--- src/rtl/snake_body_store.sv ---
// Segment store for the snake: advances the body one block per move_tick, grows on
// request, flags wall/self collisions, and streams one segment per idle clock.
module snake_body_store #(
   parameter int SNAKE_LENGTH_BIT = 4,
   parameter int SNAKE_LENGTH_MAX = 16,
   parameter int GRID_W           = 124,
   parameter int GRID_H           = 81,
   parameter int INIT_X           = 62,
   parameter int INIT_Y           = 40,
   parameter int INIT_LENGTH      = 3
) (
   input  logic                        clock_25,
   input  logic                        reset,
   input  logic                        move_tick,
   input  logic [1:0]                  direction,
   input  logic                        grow,
   output logic [6:0]                  snake_head_x,
   output logic [6:0]                  snake_head_y,
   output logic [6:0]                  snake_body_x,
   output logic [6:0]                  snake_body_y,
   output logic [SNAKE_LENGTH_BIT-1:0] body_count,
   output logic [SNAKE_LENGTH_BIT-1:0] snake_length,
   output logic                        busy,
   output logic                        update_done,
   output logic                        collision
);
   localparam int LB = SNAKE_LENGTH_BIT;
   // Length is LB bits wide, so growth stops at the largest representable count.
   localparam logic [LB-1:0] LEN_SAT = '1;

   typedef enum logic [2:0] {S_IDLE, S_SHIFT, S_HEAD, S_CHECK, S_DONE} state_t;

   state_t          r_state, w_next;
   logic [6:0]      r_mem_x [SNAKE_LENGTH_MAX];
   logic [6:0]      r_mem_y [SNAKE_LENGTH_MAX];
   logic [1:0]      r_heading;
   logic [LB-1:0]   r_len, r_newlen, r_idx, r_body_count;
   logic [6:0]      r_head_x, r_head_y, r_cand_x, r_cand_y, r_body_x, r_body_y;
   logic            r_coll, r_grow_pend;

   logic [1:0]      w_dir;
   logic            w_wall, w_start, w_grow;
   logic [6:0]      w_cand_x, w_cand_y;
   logic [LB-1:0]   w_newlen, w_cnt_nxt;

   assign w_start   = (r_state == S_IDLE) && move_tick && !r_coll;
   assign w_grow    = r_grow_pend | grow;
   assign w_cnt_nxt = r_body_count + 1'b1;

   // Reversal keeps the current heading; wall test precedes arithmetic to avoid wrap.
   always_comb begin
      w_dir    = (direction == (r_heading ^ 2'b10)) ? r_heading : direction;
      w_wall   = 1'b0;
      w_cand_x = r_head_x;
      w_cand_y = r_head_y;
      case (w_dir)
         2'b00: if (r_head_y == 7'd0) w_wall = 1'b1; else w_cand_y = r_head_y - 7'd1;
         2'b01: if (r_head_x == 7'(GRID_W - 1)) w_wall = 1'b1; else w_cand_x = r_head_x + 7'd1;
         2'b10: if (r_head_y == 7'(GRID_H - 1)) w_wall = 1'b1; else w_cand_y = r_head_y + 7'd1;
         default: if (r_head_x == 7'd0) w_wall = 1'b1; else w_cand_x = r_head_x - 7'd1;
      endcase
      w_newlen = (w_grow && (r_len != LEN_SAT)) ? r_len + 1'b1 : r_len;
   end

   always_comb begin
      w_next = r_state;
      case (r_state)
         S_IDLE:  if (w_start) w_next = w_wall ? S_DONE : S_SHIFT;
         S_SHIFT: if (r_idx == LB'(1)) w_next = S_HEAD;
         S_HEAD:  w_next = S_CHECK;
         S_CHECK: if (r_idx == r_len - 1'b1) w_next = S_DONE;
         default: w_next = S_IDLE;
      endcase
   end

   always_ff @(posedge clock_25) begin
      if (!reset) begin
         r_state <= S_IDLE;
         for (int k = 0; k < SNAKE_LENGTH_MAX; k++) begin
            r_mem_x[k] <= (k < INIT_LENGTH) ? 7'(INIT_X - k) : 7'h7F;
            r_mem_y[k] <= (k < INIT_LENGTH) ? 7'(INIT_Y)     : 7'h7F;
         end
         r_heading    <= 2'b01;
         r_len        <= LB'(INIT_LENGTH);
         r_newlen     <= LB'(INIT_LENGTH);
         r_idx        <= '0;
         r_head_x     <= 7'(INIT_X);
         r_head_y     <= 7'(INIT_Y);
         r_cand_x     <= 7'(INIT_X);
         r_cand_y     <= 7'(INIT_Y);
         r_body_count <= '0;
         r_body_x     <= 7'(INIT_X);
         r_body_y     <= 7'(INIT_Y);
         r_coll       <= 1'b0;
         r_grow_pend  <= 1'b0;
      end else begin
         r_state     <= w_next;
         r_grow_pend <= r_grow_pend | grow;
         case (r_state)
            S_IDLE: begin
               // Data is fetched for the index being presented next, keeping them aligned.
               r_body_count <= w_cnt_nxt;
               r_body_x     <= r_mem_x[w_cnt_nxt];
               r_body_y     <= r_mem_y[w_cnt_nxt];
               if (w_start) begin
                  r_heading <= w_dir;
                  if (w_wall) begin
                     r_coll <= 1'b1;
                  end else begin
                     r_cand_x    <= w_cand_x;
                     r_cand_y    <= w_cand_y;
                     r_newlen    <= w_newlen;
                     r_idx       <= w_newlen - 1'b1;
                     r_grow_pend <= 1'b0;
                  end
               end
            end
            S_SHIFT: begin
               r_mem_x[r_idx] <= r_mem_x[r_idx - 1'b1];
               r_mem_y[r_idx] <= r_mem_y[r_idx - 1'b1];
               r_idx          <= r_idx - 1'b1;
            end
            S_HEAD: begin
               r_mem_x[0] <= r_cand_x;
               r_mem_y[0] <= r_cand_y;
               r_head_x   <= r_cand_x;
               r_head_y   <= r_cand_y;
               r_len      <= r_newlen;
               r_idx      <= LB'(1);
            end
            S_CHECK: begin
               if (r_mem_x[r_idx] == r_head_x && r_mem_y[r_idx] == r_head_y) r_coll <= 1'b1;
               r_idx <= r_idx + 1'b1;
            end
            default: begin
               // Refresh the frozen stream entry so it reflects the committed move.
               r_body_x <= r_mem_x[r_body_count];
               r_body_y <= r_mem_y[r_body_count];
            end
         endcase
      end
   end

   assign snake_head_x = r_head_x;
   assign snake_head_y = r_head_y;
   assign snake_body_x = r_body_x;
   assign snake_body_y = r_body_y;
   assign body_count   = r_body_count;
   assign snake_length = r_len;
   assign busy         = (r_state != S_IDLE);
   assign update_done  = (r_state == S_DONE);
   assign collision    = r_coll;
endmodule

--- config.mk ---
export PLATFORM = sky130hd
export DESIGN_NAME = snake_body_store
export DESIGN_NICKNAME = d
export VERILOG_FILES = /design/src/rtl/snake_body_store.sv
export SDC_FILE = /design/constraint.sdc
export NUM_CORES = 1
export LEC_CHECK = 0
export ABC_AREA = 1
export CAP_MARGIN = 10
export CELL_PAD_IN_SITES_DETAIL_PLACEMENT = 0
export CELL_PAD_IN_SITES_GLOBAL_PLACEMENT = 1
export CORE_ASPECT_RATIO = 0.9
export CORE_UTILIZATION = 40
export CTS_CLUSTER_SIZE = 28
export DETAILED_ROUTE_END_ITERATION = 6
export GPL_TIMING_DRIVEN = 1
export PLACE_DENSITY = 0.76
export SYNTH_ARGS = -nofsm -noshare
export SYNTH_HDL_FRONTEND = slang
export SYNTH_SLANG_ARGS = --single-unit
export TNS_END_PERCENT = 1
--- constraint.sdc ---
create_clock -name clock_25 -period 3.1 [get_ports clock_25]
set_input_delay 0.62 -clock clock_25 [delete_from_list [all_inputs] [get_ports clock_25]]
set_output_delay 0.62 -clock clock_25 [all_outputs]
set_load 0.005 [all_outputs]
==> Word level (Yosys, flattened, before mapping) <==
Memories as Yosys holds them, arrays and structs flattened. A register that Yosys moved wholly into a read port is not among the register bits.
Cells that the tools add are included.
{ "word_totals": {"ramBits": 224, "input_bits": 6, "register_bits": 65, "out_inout_bits": 39, "n_memories": 2} }
{ "memory_table": {"columns": ["memory", "depth", "width", "read_ports", "rd_ports_with_merged_regs", "write_ports", "line_no", "rtl"], "rows": [
  ["r_mem_x", 16, 7, 4, 2, 16, "34", "logic [6:0] r_mem_x [SNAKE_LENGTH_MAX];"],
  ["r_mem_y", 16, 7, 4, 2, 16, "35", "logic [6:0] r_mem_y [SNAKE_LENGTH_MAX];"]
]} }
{ "op_classes": {"addsub": 10, "reduce_logical": 21, "bitwise": 5, "n_mux": 53, "eq_ne": 20} }
{ "ops": {"columns": ["cell", "count"], "rows": [
  ["$mux W7", 8],
  ["$pmux W7 S2", 4],
  ["$mux W4", 13],
  ["$mux W1", 19],
  ["$pmux W4 S4", 1],
  ["$add A7 B1 Y7 const B", 2],
  ["$eq A7 B7 Y1", 2],
  ["$eq A7 B7 Y1 const B", 2],
  ["$logic_not A7 Y1", 2],
  ["$reduce_or A7 Y1", 2],
  ["$sub A7 B1 Y7 const B", 2],
  ["$add A4 B1 Y4 const B", 3],
  ["$mux W3", 4],
  ["$ne A2 B2 Y1 const B", 6],
  ["$pmux W3 S4", 1],
  ["$sub A4 B1 Y4 const B", 3],
  ["$reduce_and A3 Y1", 3],
  ["$eq A3 B2 Y1 const B", 2],
  ["$eq A4 B1 Y1 const B", 1],
  ["$eq A4 B4 Y1", 1],
  ["$logic_and A1 B1 Y1", 4],
  ["$ne A4 B4 Y1 const B", 1],
  ["$reduce_and A4 Y1", 1],
  ["$reduce_bool A4 Y1", 1],
  ["other kinds (18)", 21]
]} }

==> Logic depth before layout (Yosys ltp) <==
{ "depth": {"word_depth": 10, "depth_mapped": 16, "ltp_nobuf": 15} }

==> Worst setup path before layout <==
OpenSTA, ideal clock, no wires.
{ "synth_path": {"path_kind": "register to register", "startpoint": "register r_idx[0]", "endpoint": "memory r_mem_y[5][0] (data pin)", "path_stages_with_launch": 17, "period_less_slack_ps": 2886, "t_arrival_ps": 2616, "slack_ps": 214, "required_time_ps": 2830, "setup_time_ps": 270, "n_path_buf": 6, "path_cell_list": "dfxtp_1 -> inv_2 -> buf_2 -> buf_4 -> clkbuf_1 -> ha_1 -> inv_1 -> clkbuf_1 -> buf_1 -> a21oi_1 -> o21ai_0 -> nand3_1 -> nand3_1 -> nand2_1 -> inv_2 -> buf_2 -> nand2_1"} }
{ "synth_lines": {"columns": ["item", "line_no", "rtl"], "rows": [
  ["from (decl)", "37", "logic [LB-1:0] r_len, r_newlen, r_idx, r_body_count;"],
  ["from (signal assigned)", "113", "r_idx <= w_newlen - 1'b1;"],
  ["from (signal assigned)", "121", "r_idx <= r_idx - 1'b1;"],
  ["from (signal assigned)", "133", "r_idx <= r_idx + 1'b1;"],
  ["to (decl)", "35", null]
]} }

==> Worst setup path after layout <==
{ "layout_path": {"startpoint": "register r_state[0]", "endpoint": "output busy"} }
{ "layout_via": {"elab_chain_cells": 1} }
{ "layout_lines": {"columns": ["item", "line_no", "rtl"], "rows": [
  ["from (decl)", "33", "state_t r_state, w_next;"],
  ["from (signal assigned)", "97", "r_state <= w_next;"],
  ["$reduce_bool A3 Y1", "150", "assign busy = (r_state != S_IDLE);"],
  ["to (decl)", "23", "output logic busy,"]
]} }
Every way passes these cells.

==> impl_results.md <==
- LEAKAGE: 9.247 nW
- Final setup viols: 0
- Antenna Nets Post-Route: 0
- First-pass GRT wire length: 124,600 µm
- Top cells by count, synth: nand2_1, nand3_1, a21oi_1, o21ai_0, inv_1
- Clock root buffer: clkbuf_16
- Drc violations: 4
- Setup TNS Final: 0 ns
- Critical path arrival: 2.19 ns
- Post-DP HPWL: 55,800 µm
- Worst-case reg-to-reg path depth: 10
- Count of pins over their slew limit: 0
- Cell row count: 77
- Worst-margin pin slew: 0.9799 ns
- Met2 usage: 49.13%
- Synth unique cells: 47
- Initial antenna violation count: 1
- R2R Setup Slk: 0.44 ns
- GR Util met1: 42.52%
- Chip Height: 215.4 µm
- Post-synth top flop: edfxtp_1
- DR vias/cell: 5.980
- Die width: 239.1 µm
- H-Tree Depth: 2
- Fin. Hold Viols: 0
- Reg clk slew, reported paths: 0.05 ns
- Pwr per Cell Area: 1085 nW/µm²
- Critical path type: reg -> out
- Clock skew: 0.02771 ns
- Run status: complete, but fails checks
- RSZ-0062 raised after global routing: no
- Peak Freq: 356.5 MHz
- Inserted Clock Buffers: 38
- M3 GR Usage: 9.977%
- Synth area leaders: edfxtp_1, nand3_1, nand2_1, a21oi_1, o21ai_0
- FILL cells: 5,016
- Number of synthesized flops with an enable pin: 224
- Hold path endpoint: r_grow_pend
- Max-cap violations: 0
- Hold_buf cts: 0
- Post-CTS sizing: 0
- Yosys reg bits: 297
- R2R Path Start: r_idx[1]
- TritonCTS clock tree: built
- Ant. Diodes: 0
- Worst-case clock buffer depth: 3
- Synth Warn #: 0
- Min-Delay Path Depth: 2
- Fraction of registers with async set/reset: 0%
- HP Start: r_grow_pend
- Critical Path Start Type: register
- Register area share after synthesis: 40.45%
- Period utilization: 90.49%
- 1st-iter DRT viols: 2,871
- Routed length per instance: 23.96 µm
- GPL Wtd Cong: 0.9464
- Starting density of the core: 40.88%
- Post-CTS Repair Setup Buffers: 0
- Number of global-route vias before repair: 19,670
- Syn Nets: 2,914
- Count leader, synth: nand2_1
- Core ar.: 49,520 µm²
- Sink Count: 297
- Worst min path class: reg -> reg
- Crit path time final: 2.805 ns
- Syn-to-layout area delta: 12.62%
- Skew-Pair Late Insertion Delay: 0.58 ns
- VDD IR max: 0.8207 mV
- Synth top area share: 33.23%
- Vias: 21,230
- CP required: 2.48 ns
- Final net count: 2,870
- Failing checks: DRC
- Worst-path fanout max: 19
- GRT overflow: 0
- Syn Std Cell Area: 20,240 µm²
- Synth area leader: edfxtp_1
- I/O pins: 45
- Area of the die: 51,510 µm²
- Largest net degree at the start of global routing: 121
- Drt first pass iters: 7
- Total power: 24.74 mW
- Normalized max-slew margin: 34.67%
- Gr busiest metal: met2
- Layout cell share with drive strength beyond 1: 7.815%
- CP endpoint kind: primary output
- Port bufs: 44
- GRT Total Usage: 32.60%
- Critical Path Start: r_state[0]
- Syn Area/Cell: 6.994 µm²
- Drt total wl: 85,060 µm
- Post-synthesis cell count: 2,894
- Reg-to-Reg End: r_mem_x[8][3]
-- stage by stage --
stage	worst slack [ns]	utilization (%)	cell area [µm²]	hold slack, ns	instances
after floorplan	0.2138	-	20240	0.4231	2894
final	0.2948	46.04	22800	0.4660	3550
after detailed placement	0.2109	43.62	21600	0.4571	3481
after global routing	0.1399	46.04	22800	0.4998	3550
after CTS	0.2715	46.04	22800	0.4707	3550
after global placement	0.2327	43.62	21600	0.4557	3481
-- where the power goes --
part           switching, mW  internal, mW  leakage, nW  total, mW
clock network           1.84          2.53        0.590       4.37
logic                   11.4          4.02         6.46       15.4
registers              0.360          4.61         2.20       4.97
-- per-layer routing --
layer	wire length (µm)	part of all wire, %
met1	33380	39
met4	3740	4.4
met3	11280	13
met5	15	0.018
met2	36640	43
-- registers in the layout, indices dropped and copies added (netlist names), 2 cells and up, named ones only --
register,count
snake_head_x,7
r_heading,2
r_newlen,4
snake_length,4
r_cand_y,7
r_mem_x,112
r_idx,4
snake_body_y,7
r_state,3
r_mem_y,112
r_cand_x,7
snake_body_x,7
snake_head_y,7
body_count,4
-- placed cells by master, fill, tap and decap left out, types with 8 or more instances in the layout --
cell type	Yosys	layout
nand3_1	489	489
clkbuf_16	0	40
o21ai_0	388	378
inv_2	27	30
buf_12	0	21
inv_1	285	280
clkdlybuf4s50_1	0	43
o21ai_1	8	18
clkbuf_1	110	11
nand2_1	568	568
buf_4	4	73
edfxtp_1	224	224
clkinv_2	0	8
o211ai_1	11	11
nor2_1	93	92
dfxtp_1	73	67
a21oi_1	388	388
xor2_1	14	14
ha_1	14	12
-- cells by family (layout without fill, tap and decap cells) --
kind of cell / count (synthesis) / after routing / share of synthesized area (%)
simple gates: 1190 / 1190 / 25.90
compound gates: 831 / 831 / 21.24
buf+inv: 539 / 524 / 10.51
flops: 297 / 297 / 40.45
xor+xnor: 23 / 23 / 1.032
fa+ha+maj: 14 / 14 / 0.8654
-- how the worst max path moves through the flow --
stage / endpoint / cells past startpoint
floorplan: r_mem_y[5][0] / 16
global route: busy / 5
global placement: r_cand_x[2] / 13
detailed placement: r_cand_x[2] / 13
finish: busy / 5
CTS: busy / 5
-- cell type report --
type	instances	area (µm²)	area share, %
Multi-Input combinational cell	2058	9955	43.67
Sequential cell	297	8205	35.99
Timing Repair Buffer	138	1404	6.158
Inverter	317	1196	5.247
Clock buffer	58	1139	4.994
Tap cell	671	839.6	3.683
Clock inverter	11	58.81	0.2580
-- critical path: stages, from the launching register on --
cell             delay, ns
dfxtp_1               0.34
nor2_1                0.19
inv_2                 0.10
nor2_8                0.36
clkinv_1              0.16
clkdlybuf4s50_1       0.47
Power figures use the tool's default switching activity.
